### src/rtl/arilla_serial_tx.sv
// Serial transmitter that drains the arillaBus send FIFO.
// Each byte is sent as a start bit, DATA_W data bits LSB first, then STOP_BITS stop bits.
module arilla_serial_tx #(
  parameter int unsigned DATA_W    = 8,
  parameter int unsigned STOP_BITS = 1
) (
  input  logic              clk,
  input  logic              rst_n,
  input  logic [31:0]       bit_time,
  input  logic              start_trans,
  input  logic              inv,
  input  logic [DATA_W-1:0] fifo_dout,
  input  logic              fifo_ne,
  output logic              fifo_rd,
  output logic              tx,
  output logic              trans_ip,
  output logic              tx_done
);

  localparam int unsigned BW = $clog2(DATA_W) + 1;
  localparam logic [BW-1:0] LAST_BIT  = BW'(DATA_W - 1);
  localparam logic [1:0]    LAST_STOP = 2'(STOP_BITS - 1);

  typedef enum logic [2:0] {
    S_IDLE,
    S_LOAD,
    S_START,
    S_DATA,
    S_STOP
  } state_t;

  state_t            state_q, state_d;
  logic              line_q, line_d;
  logic              fifo_rd_d, tx_done_d;
  logic [31:0]       cnt_q, cnt_d;
  logic [31:0]       bt_q, bt_d;
  logic [DATA_W-1:0] shreg_q, shreg_d;
  logic [DATA_W-1:0] shreg_shifted;
  logic [BW-1:0]     bitcnt_q, bitcnt_d;
  logic [1:0]        stopcnt_q, stopcnt_d;
  logic [31:0]       bt_eff;

  assign bt_eff        = (bit_time == 32'd0) ? 32'd1 : bit_time;
  assign shreg_shifted = shreg_q >> 1;

  // NOTE: every always_comb output gets its default first, so no path can infer a latch.
  always_comb begin
    state_d   = state_q;
    line_d    = line_q;
    cnt_d     = cnt_q;
    bt_d      = bt_q;
    shreg_d   = shreg_q;
    bitcnt_d  = bitcnt_q;
    stopcnt_d = stopcnt_q;
    fifo_rd_d = 1'b0;
    tx_done_d = 1'b0;

    unique case (state_q)
      S_IDLE: begin
        if (start_trans && fifo_ne) begin
          state_d   = S_LOAD;
          fifo_rd_d = 1'b1;
        end
      end

      S_LOAD: begin
        // The head word is still valid here; the pop takes effect at this same edge.
        shreg_d   = fifo_dout;
        bt_d      = bt_eff;
        cnt_d     = bt_eff - 32'd1;
        bitcnt_d  = '0;
        stopcnt_d = '0;
        line_d    = 1'b0;
        state_d   = S_START;
      end

      S_START: begin
        if (cnt_q == 32'd0) begin
          state_d = S_DATA;
          line_d  = shreg_q[0];
          cnt_d   = bt_q - 32'd1;
        end else begin
          cnt_d = cnt_q - 32'd1;
        end
      end

      S_DATA: begin
        if (cnt_q == 32'd0) begin
          cnt_d = bt_q - 32'd1;
          if (bitcnt_q == LAST_BIT) begin
            state_d = S_STOP;
            line_d  = 1'b1;
          end else begin
            shreg_d  = shreg_shifted;
            line_d   = shreg_shifted[0];
            bitcnt_d = bitcnt_q + 1'b1;
          end
        end else begin
          cnt_d = cnt_q - 32'd1;
        end
      end

      S_STOP: begin
        if (cnt_q == 32'd0) begin
          if (stopcnt_q == LAST_STOP) begin
            tx_done_d = 1'b1;
            if (fifo_ne) begin
              state_d   = S_LOAD;
              fifo_rd_d = 1'b1;
            end else begin
              state_d = S_IDLE;
            end
          end else begin
            stopcnt_d = stopcnt_q + 1'b1;
            cnt_d     = bt_q - 32'd1;
          end
        end else begin
          cnt_d = cnt_q - 32'd1;
        end
      end

      default: state_d = S_IDLE;
    endcase
  end

  // NOTE: sequential state uses non-blocking assignments so all flops update together.
  always_ff @(posedge clk or negedge rst_n) begin
    if (!rst_n) begin
      state_q   <= S_IDLE;
      line_q    <= 1'b1;
      fifo_rd   <= 1'b0;
      tx_done   <= 1'b0;
      cnt_q     <= '0;
      bt_q      <= '0;
      shreg_q   <= '0;
      bitcnt_q  <= '0;
      stopcnt_q <= '0;
    end else begin
      state_q   <= state_d;
      line_q    <= line_d;
      fifo_rd   <= fifo_rd_d;
      tx_done   <= tx_done_d;
      cnt_q     <= cnt_d;
      bt_q      <= bt_d;
      shreg_q   <= shreg_d;
      bitcnt_q  <= bitcnt_d;
      stopcnt_q <= stopcnt_d;
    end
  end

  assign trans_ip = (state_q != S_IDLE);
  assign tx       = line_q ^ inv;

endmodule

### config.mk
export PLATFORM = sky130hd
export DESIGN_NAME = arilla_serial_tx
export DESIGN_NICKNAME = d
export VERILOG_FILES = /design/src/rtl/arilla_serial_tx.sv
export SDC_FILE = /design/constraint.sdc
export NUM_CORES = 1
export LEC_CHECK = 0
export ABC_AREA = 0
export CAP_MARGIN = 40
export CORE_ASPECT_RATIO = 0.7
export CORE_MARGIN = 8
export CORE_UTILIZATION = 30
export DETAILED_ROUTE_END_ITERATION = 16
export DONT_BUFFER_PORTS = 1
export PLACE_DENSITY = 0.54
export SLEW_MARGIN = 20
export SYNTH_ARGS = -nofsm -noshare
export SYNTH_HDL_FRONTEND = slang
export SYNTH_SLANG_ARGS = --single-unit
### constraint.sdc
create_clock -name clk -period 3.19 [get_ports clk]
set_input_delay 0.319 -clock clk [delete_from_list [all_inputs] [get_ports clk]]
set_output_delay 0.319 -clock clk [all_outputs]
set_load 0.005 [all_outputs]
==> summary.md <==
| Metric | Value |
|---|---|
| Clock Sink Count | `84` |
| Synth cell types | `57` |
| Yosys reg bits | `between 80 and 90` |
| Top cell type's share of synthesized area | `43.2%` |
| Startpoint Class | `register` |
| IO Count | `approximately 50` |
| Clock skew | `~0.0038 ns` |
| Critical R2R Launch | `cnt_q[10]$_DFFE_PN0P_` |
| CP max stage delay | `0.46 ns` |
| DR vias/cell | `about 5.3` |
| Most numerous cell on the critical path | `buf_4` |
| DPL Wire Length | `approximately 9.7 mm` |
| Antenna Cells | `0` |
| First-pass GRT wire length | `approximately 21 mm` |
| Slew Viols, Final | `0` |
| Avg Inst Size Synth | `9.71 µm²` |
| RD Place Congestion | `roughly 0.86` |
| Post-layout min period | `approximately 3.1 ns` |
| Clock Latency Late Sink | `0.34 ns` |
| VDD IR max | `0.000200 V` |
| Hold Fails Final Rpt | `0` |
| Fmax | `between 0.3 and 0.4 GHz` |
| CP Capture Type | `register` |
| Die Width | `~170 µm` |
| Most common cell in the netlist | `dfrtp_1` |
| Placement Rows | `38` |
| Port bufs | `0` |
| Final number of setup-violating endpoints | `0` |
| Non-Filler Instances | `a little over 700` |
| Die height | `about 120 µm` |
| Vias | `~3800` |
| CP max-delay cell | `nor4_2` |
| Crit path from | `cnt_q[10]$_DFFE_PN0P_` |
| Vias in the first global route | `between 3000 and 4000` |
| Hold_sp | `fifo_ne` |
| Initial antenna violation count | `0` |
| Starting Density | `slightly above 30%` |
| EDFF count, synth | `0` |
| Cells after synthesis | `495` |
| Power per Cell Area | `about 400 mW/mm²` |
| CP Max Fanout | `10` |
| GR Overflow Total | `0` |
| Arr. time, crit path | `3.32 ns` |
| WS Path Type | `reg2reg` |
| Sequential-to-total area share from yosys stat | `a little over two fifths` |
| Clock tree buffer depth | `2` |
| Rel. slew slack | `between 50% and 60%` |
| Most frequent cells after synthesis | `dfrtp_1, nor2_1, a21oi_1` |
| CTS tree | `done` |
| Die ar. | `approximately 0.020 mm²` |
| Post-synth ARST share | `100%` |
| Worst-margin pin slew | `approximately 0.65 ns` |
| Drt first pass iters | `5` |
| Outcome | `completed` |
| Fin util | `36.1%` |
| R2R Setup Slk | `about 0.13 ns` |
| H-tree levels | `3` |
| Core ar. | `0.0156 mm²` |
| Syn nets | `approximately 540` |
| Ranking of synthesized cells by area | `dfrtp_1, mux2_2, nor2_1` |
| CP bufs+invs | `4` |
| Share of layout cells above drive strength 1 | `a little under a quarter` |
| Iteration-0 DRC count of the detailed router | `between 200 and 300` |
| Dpl cells | `roughly 700` |
| CP Cell Sequence | `nor4_2 -> nand4_1 -> nor2_2 -> buf_4 -> buf_4 -> a21oi_1 -> a21oi_1 -> buf_4 -> nor4_4 -> buf_4 -> and4_1 -> or2_1 -> a31oi_1` |
| Most used DFF post-synth | `dfrtp_1` |
| Synth warn | `0` |
| Max-cap violations | `0` |
| Largest net degree at the start of global routing | `85` |
| Post-DRT Antenna Nets | `0` |
| Mapped cell area | `between 0.004 and 0.005 mm²` |
| Crit share post-route | `96.0%` |
| Leakage | `2.25 nW` |
| DR DRC count | `0` |
| Hold WC Path Type | `in2reg` |
| DR WL/cell | `between 15 and 20 µm` |
| CP delay by family, top | `simple AND/OR/NAND/NOR gates` |
| Leading area contributor after synthesis | `dfrtp_1` |
| WL final | `roughly 13 mm` |
| Total track usage | `between 10% and 20%` |
| Num CTS Buffers | `9` |
| CP required | `~3.5 ns` |
| Worst-path clk slew | `around 0.06 ns` |
| Post-layout nets | `roughly 570` |
| Area Growth Syn to Fin | `17.3%` |
| Root Driver | `clkbuf_16` |
[placed cells by master, fill, tap and decap left out, drive strengths merged, types with 10 or more instances in the layout]
| cell type | count |
|---|---|
| xor2 | 11 |
| nor4 | 17 |
| nand3 | 10 |
| mux2 | 50 |
| a31oi | 23 |
| nand4 | 17 |
| xnor2 | 17 |
| a21oi | 44 |
| o21ai | 26 |
| nand2 | 35 |
| nor2 | 58 |
| mux2i | 10 |
| dfrtp | 83 |
| buf | 40 |
| clkbuf | 12 |
[sequential cells by signal (all words and copies together), names as in the netlist]
register and cells:
fifo_rd 1, line_q 1, stopcnt_q 2, tx_done 1, state_q 3, cnt_q 32
bt_q 32, bitcnt_q 4, shreg_q 8
[kinds of logic (layout without fill, tap and decap cells)]
logic type | Yosys count | in the layout | share of synthesized area [%]
AO/OA/AOI/OAI | 109 | 110 | 13.9
buffers and inverters | 40 | 66 | 4.27
AND/OR/NAND/NOR | 171 | 171 | 18.3
flip-flops | 84 | 84 | 43.8
XOR/XNOR | 28 | 28 | 5.10
multiplexers | 60 | 60 | 14.0
adder cells (fa/ha/maj) | 3 | 3 | 0.781
[repair_timing]
item / 4_1_cts / 5_1_grt
endpoints found under the hold margin: 84 / 0
gates cloned: 0 / 1
endpoints found under the setup margin: 9 / 21
hold buffers: 2 / 0
buffers inserted: 0 / 5
pin swaps: 1 / 2
resized for setup: 2 / 12
[final cells by class]
type	instances	area, µm²
Clock inverter	4	72.6
Sequential cell	84	2100
Clock buffer	12	246
Tap cell	200	250
Fill cell	1571	9960
Multi-Input combinational cell	372	2580
Timing Repair Buffer	41	347
Inverter	9	33.8
[power by group]
part           switching (mW)  internal, mW  leakage, nW  total (mW)
Combinational          0.0251       0.00933         1.13      0.0344
Sequential                  0          1.07        0.967        1.07
Clock                   0.429         0.707        0.153        1.14
Total                   0.454          1.78         2.25        2.24
[final timing paths]
kind | end | cells after the start
worst max-delay path | cnt_q[29]$_DFFE_PN0P_ | 13
worst min-delay path | fifo_rd$_DFF_PN0_ | 2
worst max register to register | cnt_q[29]$_DFFE_PN0P_ | 13
worst min register to register | shreg_q[2]$_DFFE_PN0P_ | 2
max in group asynchronous | line_q$_DFFE_PN1P_ | 2
min in group asynchronous | shreg_q[4]$_DFFE_PN0P_ | 2
[through the flow]
stage	hold slack (ns)	setup WS (ns)	total power, mW	setup TNS (ns)	area, µm²
after global routing	0.0976	-0.0203	2.31	-0.0205	5640
after CTS	0.0791	0.00798	2.26	0	5540
after global placement	0.0268	0.0637	1.09	0	5170
after detailed placement	0.0276	-0.0668	1.09	-0.177	5170
after floorplan	0.0234	0.329	1.09	0	4810
final	0.0903	0.126	2.24	0	5640
[routing by layer]
metal / GRT usage [%] / part of all wire, %
met1: 18.6 / 51
met4: 3.89 / 0.49
met2: 19.1 / 44
met3: 3.91 / 5.0
met5: 0 / 0
Note: power is estimated with default switching activity, not from simulation.
